==> src/rtl/serial_frame_packer.sv <==
// Packs one read request's serialized payload bytes into a framed stream:
// SOF, length, payload, XOR checksum, over a registered valid/ready output.
module serial_frame_packer #(
  parameter int         DEPTH    = 16,
  parameter logic [7:0] SOF_BYTE = 8'hA5
) (
  input  logic       CLK,
  input  logic       RESETn,
  input  logic       i_frame_start,
  input  logic [5:0] i_RCC_BUFFER_LENGTH,
  input  logic [7:0] i_serialized_output,
  input  logic       i_serialized_output_valid,
  output logic [7:0] o_byte,
  output logic       o_byte_valid,
  input  logic       i_byte_ready,
  output logic       o_frame_done,
  output logic       o_overflow,
  output logic       o_busy
);

  localparam int AW = $clog2(DEPTH);
  localparam logic [AW:0] FULL_CNT = (AW+1)'(DEPTH);

  typedef enum logic [2:0] {
    S_IDLE, S_SOF, S_LENB, S_PAYLOAD, S_CSUM
  } state_t;

  state_t        state_q, state_d;
  logic [AW-1:0] wr_ptr_q, wr_ptr_d;
  logic [AW-1:0] rd_ptr_q, rd_ptr_d;
  logic [AW:0]   count_q, count_d;
  logic [7:0]    len_q, len_d;
  logic [7:0]    rx_count_q, rx_count_d;
  logic [7:0]    tx_count_q, tx_count_d;
  logic [7:0]    csum_q, csum_d;
  logic [7:0]    obyte_q, obyte_d;
  logic          ovalid_q, ovalid_d;
  logic          done_q, done_d;
  logic          ovf_q, ovf_d;

  logic [7:0]    mem_q [DEPTH];

  logic          xfer, pop, capturing, push_req, push, abort;
  logic [AW:0]   cnt_after_pop;
  logic [7:0]    head;
  logic          head_avail;

  // Fullness is judged after this cycle's pop, so a push alongside a pop
  // into a full buffer is legal.
  always_comb begin
    xfer          = ovalid_q & i_byte_ready;
    pop           = xfer && (state_q == S_PAYLOAD);
    cnt_after_pop = count_q - (AW+1)'(pop);
    capturing     = (state_q == S_SOF) || (state_q == S_LENB) || (state_q == S_PAYLOAD);
    push_req      = i_serialized_output_valid && capturing && (rx_count_q < len_q);
    push          = push_req && (cnt_after_pop != FULL_CNT);
    abort         = push_req && !push;
    rd_ptr_d      = rd_ptr_q + AW'(pop);
    // An empty buffer being written this cycle forwards the incoming byte.
    head_avail    = (cnt_after_pop != '0) || push;
    head          = (cnt_after_pop != '0) ? mem_q[rd_ptr_d] : i_serialized_output;
  end

  always_comb begin
    state_d    = state_q;
    wr_ptr_d   = wr_ptr_q;
    count_d    = cnt_after_pop + (AW+1)'(push);
    len_d      = len_q;
    rx_count_d = rx_count_q;
    tx_count_d = tx_count_q;
    csum_d     = csum_q;
    obyte_d    = obyte_q;
    ovalid_d   = ovalid_q;
    done_d     = 1'b0;
    ovf_d      = ovf_q;

    case (state_q)
      S_IDLE: begin
        if (i_frame_start) begin
          state_d    = S_SOF;
          len_d      = {i_RCC_BUFFER_LENGTH, 2'b00};
          rx_count_d = '0;
          tx_count_d = '0;
          csum_d     = '0;
        end
      end
      S_SOF: begin
        if (xfer) begin
          state_d  = S_LENB;
          ovalid_d = 1'b0;
        end else if (!ovalid_q) begin
          obyte_d  = SOF_BYTE;
          ovalid_d = 1'b1;
        end
      end
      S_LENB: begin
        if (xfer) begin
          csum_d   = len_q;
          state_d  = (len_q == '0) ? S_CSUM : S_PAYLOAD;
          ovalid_d = 1'b0;
        end else if (!ovalid_q) begin
          obyte_d  = len_q;
          ovalid_d = 1'b1;
        end
      end
      S_PAYLOAD: begin
        if (xfer || !ovalid_q) begin
          if (pop) begin
            tx_count_d = tx_count_q + 8'd1;
            csum_d     = csum_q ^ obyte_q;
          end
          if (tx_count_d == len_q) begin
            state_d  = S_CSUM;
            ovalid_d = 1'b0;
          end else if (head_avail) begin
            obyte_d  = head;
            ovalid_d = 1'b1;
          end else begin
            ovalid_d = 1'b0;
          end
        end
      end
      S_CSUM: begin
        if (xfer) begin
          done_d   = 1'b1;
          state_d  = S_IDLE;
          ovalid_d = 1'b0;
        end else if (!ovalid_q) begin
          obyte_d  = csum_q;
          ovalid_d = 1'b1;
        end
      end
      default: state_d = S_IDLE;
    endcase

    if (push) begin
      wr_ptr_d   = wr_ptr_q + AW'(1);
      rx_count_d = rx_count_q + 8'd1;
    end

    // Overflow drops the byte, flushes the buffer and abandons the frame.
    if (abort) begin
      state_d  = S_IDLE;
      ovalid_d = 1'b0;
      done_d   = 1'b0;
      ovf_d    = 1'b1;
      wr_ptr_d = '0;
      count_d  = '0;
    end
  end

  always_ff @(posedge CLK or negedge RESETn) begin
    if (!RESETn) begin
      state_q    <= S_IDLE;
      wr_ptr_q   <= '0;
      rd_ptr_q   <= '0;
      count_q    <= '0;
      len_q      <= '0;
      rx_count_q <= '0;
      tx_count_q <= '0;
      csum_q     <= '0;
      obyte_q    <= '0;
      ovalid_q   <= 1'b0;
      done_q     <= 1'b0;
      ovf_q      <= 1'b0;
    end else begin
      state_q    <= state_d;
      wr_ptr_q   <= wr_ptr_d;
      rd_ptr_q   <= abort ? '0 : rd_ptr_d;
      count_q    <= count_d;
      len_q      <= len_d;
      rx_count_q <= rx_count_d;
      tx_count_q <= tx_count_d;
      csum_q     <= csum_d;
      obyte_q    <= obyte_d;
      ovalid_q   <= ovalid_d;
      done_q     <= done_d;
      ovf_q      <= ovf_d;
    end
  end

  // Storage needs no reset: occupancy alone defines which entries are live.
  always_ff @(posedge CLK) begin
    if (push) mem_q[wr_ptr_q] <= i_serialized_output;
  end

  assign o_byte       = obyte_q;
  assign o_byte_valid = ovalid_q;
  assign o_frame_done = done_q;
  assign o_overflow   = ovf_q;
  assign o_busy       = (state_q != S_IDLE);

endmodule
==> config.mk <==
export PLATFORM = sky130hd
export DESIGN_NAME = serial_frame_packer
export DESIGN_NICKNAME = d
export VERILOG_FILES = /design/src/rtl/serial_frame_packer.sv
export SDC_FILE = /design/constraint.sdc
export NUM_CORES = 1
export LEC_CHECK = 0
export BUFFER_PORTS_ARGS = -buffer_cell sky130_fd_sc_hd__buf_2
export CORE_MARGIN = 10
export CORE_UTILIZATION = 30
export DETAILED_ROUTE_END_ITERATION = 16
export GPL_TIMING_DRIVEN = 0
export PLACE_DENSITY = 0.46
export SETUP_SLACK_MARGIN = 0.5
export SLEW_MARGIN = 10
export SYNTH_ARGS = -nofsm -noshare
export SYNTH_HDL_FRONTEND = slang
export SYNTH_SLANG_ARGS = --single-unit
==> constraint.sdc <==
create_clock -name CLK -period 6.1 [get_ports CLK]
set_input_delay 1.525 -clock CLK [delete_from_list [all_inputs] [get_ports CLK]]
set_output_delay 1.525 -clock CLK [all_outputs]
set_load 0.02 [all_outputs]
==> impl_metrics.ini, run 1 <==
[synth]
seq_area_frac_synth_pct = 62.31
synth_area_leaders = edfxtp_1 45%, dfrtp_1 17%, mux4_2 5.3%
synthArstFlopShare_pct = 30.81
synth.cell_area_um2 = 8458
synth_compound_area_share_pct = 9.926
synth_cells = 642
synth_edf_count = 128
yosys.cell_count.top_type = edfxtp_1
ys.flop_type = edfxtp_1
synth_top_area_cell = edfxtp_1
synthMuxAreaShare_pct = 9.808
synth.distinct_cells = 61
netlist_top_cells_count = 128 x edfxtp_1, 57 x dfrtp_1, 56 x nand2_1
synth_fp_nets = 677
yosys_warnings = 0
yosys.area_share.xor_xnor_pct = 1.538
synth_top_area_share_pct = 45.44
synth_fa_ha_area_share_pct = 2.367
synth_top_family_by_area = simple AND/OR/NAND/NOR gates
synth.avg_cell_area_um2 = 13.17
synth-simple-area-share_pct = 11.69
ys_ff_latch = 185

[drt]
route.detailed.drc = 0
finalWirelength_um = 21910
first_pass_iters = 5
vias = 5556
ant_nets = 0
vias_per_cell = 5.130
wl_per_cell_um = 20.23
initialDrtViolationCount = 538

[worst_hold_path]
hp-class = reg -> reg

[floorplan]
core_area_um2 = 27780
die_w_um = 187.9
dieArea_um2 = 35310
initial_core_util_pct = 30.44
rows = 61
die_y_um = 187.9
io_pins = 31

[global_routing]
first_global_vias = 5712
grt_use_total_pct = 12.65
grt_antenna_before_repair = 0
grt_overflow = 0
grt_max_degree = 58
grt_pass1_wl_um = 34590

[sta]
worst_pin_slew_ns = 0.9003
fin_crit_sh_pct = 77.72
fmax_ghz = 0.2109
setup_tns_ns = 0
rsz0062_at_grt = false
hold_violations = 0
slew_viol_final = 0
relSlewSlack_pct = 39.69
setup_viol = 0
fin_crit_ns = 4.741
clock_skew_ns = 0.02323

[setup_path]
critical_path.max_stage_delay_ns = 0.55
required_ns = 6.22
crit_slowest_cell = a2111oi_0
start_kind = input pin
critPathKind = in -> reg
crit_fanout = 10
crit_chain = buf_2 -> nand2_1 -> nor2_8 -> ha_1 -> ha_1 -> xor2_1 -> a2111oi_0 -> nand2_1 -> or2_2 -> nand2b_1 -> clkinv_1 -> nand2_1 -> nor2_1 -> and2_1
end_kind = flip-flop
crit_top_cell = nand2_1
arrival_ns = 4.86

[final_layout]
area_growth_syn_to_layout_pct = 14.97
antenna_cells = 0
drive_gt1_share_pct = 16.45
final_nets = 727
post-route-util_pct = 35.00

[pwr]
power_frac_seq_pct = 37.5
internal_power_w = 0.002774
power_switching_w = 0.001796
clockPowerShare_pct = 25.1
switching_share_pct = 39.30
ir_drop_mv = 0.2311
power_frac_comb_pct = 37.4
power_density_nw_per_um2 = 469.9
power.leakage_nw = 3.591

[clock_network]
cts_buffer_depth = 2
cts_resized = 0
cts_buffers = 17
cts_tree = yes
root_buffer = clkbuf_16
clock-sinks = 185
worst_skew_pair.late_latency_ns = 0.44
clkTransAtPathRegs_ns = 0.08
hold_buffers = 0
postCtsSetupRepairBufs = 0
cts-htree-levels = 4

[placed_design]
gp_congestion = 0.8291
port_buffers = 30
dp_hpwl_um = 15580

[job]
max_cap_viol_count = 0

[status]
status = finished clean
cells in the final DEF (no fill, tap or decap), types with 18 or more instances in the layout:
cell,instances
a21oi_1,28
a221oi_1,18
buf_2,30
clkbuf_1,18
dfrtp_1,57
edfxtp_1,128
mux2i_1,21
mux4_2,20
nand2_1,56
nand3_1,21
nor2_1,50
o21ai_0,45
registers in the layout, indices dropped and copies added, names as in the netlist:
name / cells
o_byte_valid: 1
count_q: 5
csum_q: 8
o_overflow: 1
state_q: 3
rx_count_q: 8
rd_ptr_q: 4
wr_ptr_q: 4
o_byte: 8
len_q: 6
o_frame_done: 1
mem_q: 128
tx_count_q: 8
kinds of logic (layout without fill, tap and decap cells):
kind of cell,count (synthesis),in the layout
AO/OA/AOI/OAI,130,130
AND/OR/NAND/NOR,196,196
buffers and inverters,45,108
multiplexers,56,56
XOR/XNOR,14,14
flip-flops,185,185
adder cells (fa/ha/maj),16,16
power by group through the flow:
stage / logic [W] / clock network, W / registers [W]
CTS: 0.00172 / 0.00118 / 0.00172
detailed placement: 0.00172 / 0 / 0.00175
global placement: 0.00170 / 0 / 0.00173
finish: 0.00171 / 0.00115 / 0.00172
global route: 0.00189 / 0.00124 / 0.00175
floorplan: 0.00118 / 0 / 0.00171
worst max-delay path: cells and delay by family:
family / cells / cell delay (ns)
xor+xnor: 1 / 0.13
compound gates: 1 / 0.55
buf+inv: 2 / 0.45
fa+ha+maj: 2 / 0.41
simple gates: 8 / 1.79
metrics by stage:
stage | setup slack (ns) | total power (W) | cell area [um^2] | hold slack [ns] | instances
2_1_floorplan | 1.680 | 0.002895 | 8458 | 0.4512 | 642
3_3_place_gp | 0.6806 | 0.003432 | 9081 | 0.4555 | 1050
3_5_place_dp | 0.8780 | 0.003462 | 9096 | 0.4562 | 1051
4_1_cts | 1.314 | 0.004618 | 9724 | 0.4747 | 1083
5_1_grt | 0.9065 | 0.004877 | 9724 | 0.5051 | 1083
6_report | 1.359 | 0.004569 | 9724 | 0.4675 | 1083
worst paths after layout:
check                                       start  slack, ns  cells past startpoint                         to
max reg2reg                state_q[2]$_DFFE_PN0P_       2.06                     13     mem_q[14][0]$_DFFE_PP_
min in group asynchronous                  RESETn       1.17                      1  tx_count_q[5]$_DFFE_PN0P_
max in group asynchronous                  RESETn       4.43                      1      rd_ptr_q[0]$_DFF_PN0_
max                                  i_byte_ready       1.36                     14     mem_q[14][0]$_DFFE_PP_
min reg2reg                o_overflow$_DFFE_PN0N_       0.47                      1     o_overflow$_DFFE_PN0N_
min                        o_overflow$_DFFE_PN0N_       0.47                      1     o_overflow$_DFFE_PN0N_
layer usage:
metal / share of wire, % / global-route usage (%)
met5: 0 / 0
met4: 1.3 / 3.631
met3: 4.3 / 2.579
met2: 48 / 20.22
met1: 47 / 16.99
area by class of cell:
type                            instances  area [um^2]
Sequential cell                       185         5270
Tap cell                              378        473.0
Multi-Input combinational cell        412         2993
Fill cell                            2725        18060
Timing Repair Buffer                   31        160.2
Buffer                                 27        132.6
Inverter                               18        67.56
Clock inverter                         15        202.7
Clock buffer                           17        425.4
(Power assumes the default switching activity.)
==> run 2, diff against run 1 <==
- PLACE_DENSITY: 0.46 -> 0.47
- clock period: 6.1 -> 3.99 ns (I/O delays scaled with it)
==> run 2 against run 1 <==
Count of clock-buffer cells in the layout stayed put. Power is 57% higher. Flip-flop and latch count stayed put. Highest routed layer unchanged. First-iteration DRC count is 13% lower. Utilization is 0.68 points higher. Clock power is 53% higher. Critical path depth is 2 lower. Non-clock buffer count is 4 higher. Sequential power is 53% higher. Wire length hardly changed. Final area is 2.0% higher. Largest power group is now combinational cells. Register-to-register slack worse by 1.3 ns.
==> impl_metrics.ini, run 2 (synthesized netlist as in run 1, its figures left out) <==
[final_layout]
largest_register_ffs = 128
antenna_cells = 0
instances_no_fill = 1087
top_register = mem_q
final_cell_mix = 128 x edfxtp_1, 57 x dfrtp_1, 55 x nand2_1, 48 x nor2_1, 45 x o21ai_0
multi_input_area_um2 = 3133
nFillCells = 2706
final_nets = 731
fin_area_um2 = 9915
area_growth_syn_to_layout_pct = 17.22
drive_gt1_share_pct = 20.87
register_area_um2 = 5270
layout_commonest_cell = edfxtp_1

[drt]
first_pass_iters = 5
wl_per_cell_um = 20.16
vias_per_cell = 5.052
route.detailed.drc = 0
ant_nets = 0
vias = 5492
initialDrtViolationCount = 469
finalWirelength_um = 21920

[clock_network]
cts_buffers = 17
hold_buffers = 0
worst_skew_pair.late_latency_ns = 0.44
clkTransAtPathRegs_ns = 0.07
root_buffer = clkbuf_16
cts_buffer_depth = 2
clock-sinks = 185
cts-htree-levels = 4
cts_tree = yes

[sta]
worst_slack_ns = 0.6294
fin_crit_sh_pct = 84.22
slew_viol_final = 0
setup_viol = 0
fin_crit_ns = 3.361
clock_skew_ns = 0.01950
hold_violations = 0
setup_tns_ns = 0
fmax_ghz = 0.2976
relSlewSlack_pct = 48.74
rsz0062_at_grt = true
worst_pin_slew_ns = 0.7689

[status]
status = finished clean

[pwr]
clockPowerShare_pct = 24.5
power.leakage_nw = 3.691
power_switching_w = 0.002830
power_density_nw_per_um2 = 722.7
power_frac_seq_pct = 36.8
ir_drop_mv = 0.3298
power_frac_comb_pct = 38.7
switching_share_pct = 39.50
internal_power_w = 0.004335

[floorplan]
io_pins = 31
die_w_um = 187.9
dieArea_um2 = 35310
initial_core_util_pct = 30.44
rows = 61
die_y_um = 187.9
core_area_um2 = 27780

[setup_path]
start_kind = input pin
arrival_ns = 3.43
critPathKind = in -> reg
required_ns = 4.06
crit_fanout = 8
end_kind = flip-flop

[global_routing]
grt_max_degree = 58
grt_overflow = 0
grt_antenna_before_repair = 0
first_global_vias = 5603
grt_pass1_wl_um = 34130
grt_use_total_pct = 12.55

[placed_design]
dp_hpwl_um = 15420
placed_cell_area_um2 = 9106
dp_slack_ns = -0.3254
gp_congestion = 0.8147
port_buffers = 30
dp_cells = 1050

[worst_hold_path]
hp-class = reg -> reg

[job]
max_cap_viol_count = 0
run 2: changes by cell type in the layout (fill, tap and decap cells not counted), sizes merged:
cell	change
buf	+5
clkbuf	-1
run 2: timing repair:
action | in CTS | in global routing
pin swaps | 4 | 0
gates resized for setup | 15 | 17
setup endpoints to repair | 144 | 72
buffers inserted | 5 | 0
run 2: power by group through the flow:
stage               clock, W  sequential, W  combinational (W)
floorplan                  0        0.00262            0.00183
global placement           0        0.00265            0.00260
detailed placement         0        0.00266            0.00263
CTS                  0.00179        0.00263            0.00274
global route         0.00188        0.00268            0.00304
finish               0.00176        0.00264            0.00277
run 2: worst paths after layout:
check / depth (start not counted) / slack (ns) / end / startpoint
setup / recovery: 12 / 0.63 / mem_q[7][6]$_DFFE_PP_ / i_byte_ready
min in group asynchronous: 1 / 0.64 / csum_q[7]$_DFFE_PN0P_ / RESETn
max in group asynchronous: 1 / 2.86 / csum_q[1]$_DFFE_PN0P_ / RESETn
hold reg to reg: 1 / 0.46 / o_overflow$_DFFE_PN0N_ / o_overflow$_DFFE_PN0N_
setup reg to reg: 11 / 0.74 / mem_q[7][6]$_DFFE_PP_ / state_q[0]$_DFFE_PN0P_
hold / removal: 1 / 0.46 / o_overflow$_DFFE_PN0N_ / o_overflow$_DFFE_PN0N_
run 2: final cells by class:
| class | count | area share [%] |
|---|---|---|
| Buffer | 27 | 1.388 |
| Clock buffer | 17 | 4.291 |
| Clock inverter | 15 | 2.044 |
| Inverter | 18 | 0.7067 |
| Multi-Input combinational cell | 412 | 31.60 |
| Sequential cell | 185 | 53.15 |
| Tap cell | 378 | 4.770 |
| Timing Repair Buffer | 35 | 2.044 |
run 2: worst max-delay path, stage by stage:
cell,delay [ns]
buf_2,0.16
nand2_4,0.11
nor2_8,0.11
ha_1,0.20
ha_1,0.19
xor2_1,0.38
a2111oi_4,0.06
nand2_1,0.10
or2_2,0.17
nand2b_4,0.09
nor2_1,0.30
and3_1,0.56
run 2: per-layer routing:
layer	vias to the layer above	routed length (um)	track usage, %
li1	2562	-	-
met1	2785	10460	16.73
met2	125	10360	19.93
met3	20	697	2.505
met4	0	390	4.246
met5	-	0	0
run 2: stage by stage:
| stage | utilization [%] | power [W] | hold slack (ns) |
|---|---|---|---|
| 2_1_floorplan | - | 0.004446 | 0.4512 |
| 3_3_place_gp | 32.77 | 0.005252 | 0.4568 |
| 3_5_place_dp | 32.78 | 0.005292 | 0.4522 |
| 4_1_cts | 35.48 | 0.007163 | 0.4705 |
| 5_1_grt | 35.69 | 0.007595 | 0.4868 |
| 6_report | 35.69 | 0.007165 | 0.4617 |
==> run 3, diff against run 2 <==
- ABC_AREA: not set -> 1
- PLACE_DENSITY: 0.47 -> 0.46
- clock period: 3.99 -> 3.1 ns (I/O delays scaled with it)
==> run 3 against run 2 <==
Combinational power increased by 93%. Hold slack got worse by 0.34 ns. Largest power group unchanged. Final area increased by 14%.
==> impl_metrics.ini, run 3 <==
[status]
status = finished clean

[setup_path]
r2r-start = state_q[2]$_DFFE_PN0P_
end_kind = flip-flop
required_ns = 3.43
reg2reg_to = count_q[4]$_DFF_PN0_
start_kind = flip-flop
critPathKind = reg -> reg
arrival_ns = 2.91
startpoint = state_q[2]$_DFFE_PN0P_
reg2reg_slack_ns = 0.52
r2r_cells = 17
crit_fanout = 6

[synth]
yosys_warnings = 0
synth_edf_count = 128
synth_fp_nets = 946
synth_area_leaders = edfxtp_1 44%, dfrtp_1 16%, nand3_1 10%
yosys.cell_count.top_type = nand2_1
synth_top_area_cell = edfxtp_1
synth.distinct_cells = 42
netlist_top_cells_count = 226 x nand2_1, 179 x nand3_1, 128 x edfxtp_1
synth_cells = 911
synth.avg_cell_area_um2 = 9.687
ys_ff_latch = 185
synth.cell_area_um2 = 8825
synth_top_area_share_pct = 43.56
seq_area_frac_synth_pct = 59.72
synthArstFlopShare_pct = 30.81
ys.flop_type = edfxtp_1

[placed_design]
dp_hpwl_um = 17020
gp_congestion = 0.7953
port_buffers = 30
dp_cells = 1326
dp_slack_ns = -0.6231

[drt]
vias_per_cell = 4.790
initialDrtViolationCount = 457
wl_per_cell_um = 17.92
route.detailed.drc = 0
first_pass_iters = 5
ant_nets = 0
vias = 6720
finalWirelength_um = 25140

[clock_network]
clock-sinks = 185
root_buffer = clkbuf_16
cts_tree = yes
cts-htree-levels = 4
hold_buffers = 0
cts_buffer_depth = 2
cts_buffers = 17
worst_skew_pair.late_latency_ns = 0.45
clkTransAtPathRegs_ns = 0.09

[floorplan]
initial_core_util_pct = 30.58
rows = 62
io_pins = 31
core_area_um2 = 28860
dieArea_um2 = 36680
die_w_um = 191.5
die_y_um = 191.5

[final_layout]
instances_no_fill = 1403
final_nets = 1041
final_cell_mix = 205 x nand2_1, 170 x nand3_1, 128 x edfxtp_1, 73 x inv_1, 54 x dfrtp_1
largest_register_ffs = 128
layout_commonest_cell = nand2_1
drive_gt1_share_pct = 23.06
area_growth_syn_to_layout_pct = 27.65
top_register = mem_q
antenna_cells = 0

[sta]
fmax_ghz = 0.3879
clock_skew_ns = 0.01736
fin_crit_ns = 2.578
worst_pin_slew_ns = 0.7134
worst_slack_ns = 0.5221
setup_viol = 0
setup_tns_ns = 0
relSlewSlack_pct = 52.12
fin_crit_sh_pct = 83.16
whs_ns = 0.1205
slew_viol_final = 0
hold_violations = 0
rsz0062_at_grt = true

[pwr]
power_frac_comb_pct = 48.6
switching_share_pct = 43.91
power_density_nw_per_um2 = 975.6
power.leakage_nw = 4.609
power_frac_seq_pct = 31.1
ir_drop_mv = 0.3910
clockPowerShare_pct = 20.4
internal_power_w = 0.006164
power_switching_w = 0.004825

[global_routing]
grt_use_total_pct = 13.98
first_global_vias = 6723
grt_max_degree = 54
grt_pass1_wl_um = 39390
grt_overflow = 0
grt_antenna_before_repair = 0

[job]
max_cap_viol_count = 0

[worst_hold_path]
hp-class = in -> async
-- run 3: changes by cell type in the layout (fill, tap and decap cells not counted), sizes merged, moves of 10 or more --
cell / delta
nand2: +180
nand3: +161
mux2i: -21
buf: +54
mux4: -20
inv: +65
o22ai: +15
a221oi: -18
mux2: -15
a22oi: -13
and2: -10
a21oi: -17
-- run 3: timing repair --
item	4_1_cts	5_1_grt
pin swaps	25	31
cloned	0	1
resized for setup	56	72
endpoints found under the setup margin	162	120
setup buffers	30	14
-- run 3: power groups by stage --
| stage | Clock (W) | Combinational [W] | Sequential, W |
|---|---|---|---|
| 4_1_cts | 0.00227 | 0.00485 | 0.00340 |
| 2_1_floorplan | 0 | 0.00303 | 0.00341 |
| 3_3_place_gp | 0 | 0.00439 | 0.00344 |
| 5_1_grt | 0.00238 | 0.00595 | 0.00347 |
| 3_5_place_dp | 0 | 0.00443 | 0.00344 |
| 6_report | 0.00224 | 0.00534 | 0.00341 |
-- run 3: worst max-delay path by stage --
stage / depth (start not counted) / slack, ns / end
2_1_floorplan: 16 / 0.31 / count_q[4]$_DFF_PN0_
3_3_place_gp: 18 / -0.61 / o_byte[6]$_DFFE_PN0P_
3_5_place_dp: 18 / -0.62 / o_byte[6]$_DFFE_PN0P_
4_1_cts: 19 / 0.51 / o_byte[1]$_DFFE_PN0P_
5_1_grt: 17 / 0.38 / count_q[4]$_DFF_PN0_
6_report: 17 / 0.52 / count_q[4]$_DFF_PN0_
-- run 3: cells by family (layout without fill, tap and decap cells) --
kind of cell / Yosys count / count (layout) / share of synthesized area [%]
simple gates: 495 / 495 / 25.25
compound gates: 85 / 85 / 5.459
fa+ha+maj: 16 / 16 / 2.269
xor+xnor: 15 / 15 / 1.701
buf+inv: 115 / 223 / 5.600
flops: 185 / 185 / 59.72
-- run 3: critical path, stage by stage (launching register included) --
cell     delay, ns
dfrtp_2       0.43
inv_2         0.09
nand3_4       0.10
nor2_8        0.16
ha_4          0.17
nand3_4       0.09
xor2_4        0.18
nor2_2        0.15
nand3_2       0.10
nor2_4        0.12
nor2_4        0.06
buf_8         0.15
ha_4          0.16
ha_4          0.15
and2_4        0.14
nand2_4       0.06
xnor2_2       0.10
nor2_1        0.05
-- run 3: layout make-up --
class | count | area, um^2
clock inverters | 15 | 167.7
repair buffers | 76 | 743.2
fillers | 2873 | 17590
flip-flops and latches | 185 | 5274
clock buffers | 17 | 425.4
multi-input cells | 611 | 3557
plain buffers | 32 | 285.3
well taps | 384 | 480.5
inverters | 83 | 331.6
-- run 3: per-layer routing --
metal  global-route usage, %  wire (um)  vias up
li1                        -          -     3303
met1                   18.26      11530     3257
met2                   23.29      12330      132
met3                   2.150        883       28
met4                   4.357        396        0
met5                       0          0        -
-- run 3: stage by stage --
stage / cell area (um^2) / util (%) / total power (W)
detailed placement: 9657 / 33.46 / 0.007867
CTS: 10880 / 37.69 / 0.01053
global placement: 9627 / 33.36 / 0.007827
finish: 11260 / 39.03 / 0.01099
floorplan: 8996 / - / 0.006443
global route: 11260 / 39.03 / 0.01180
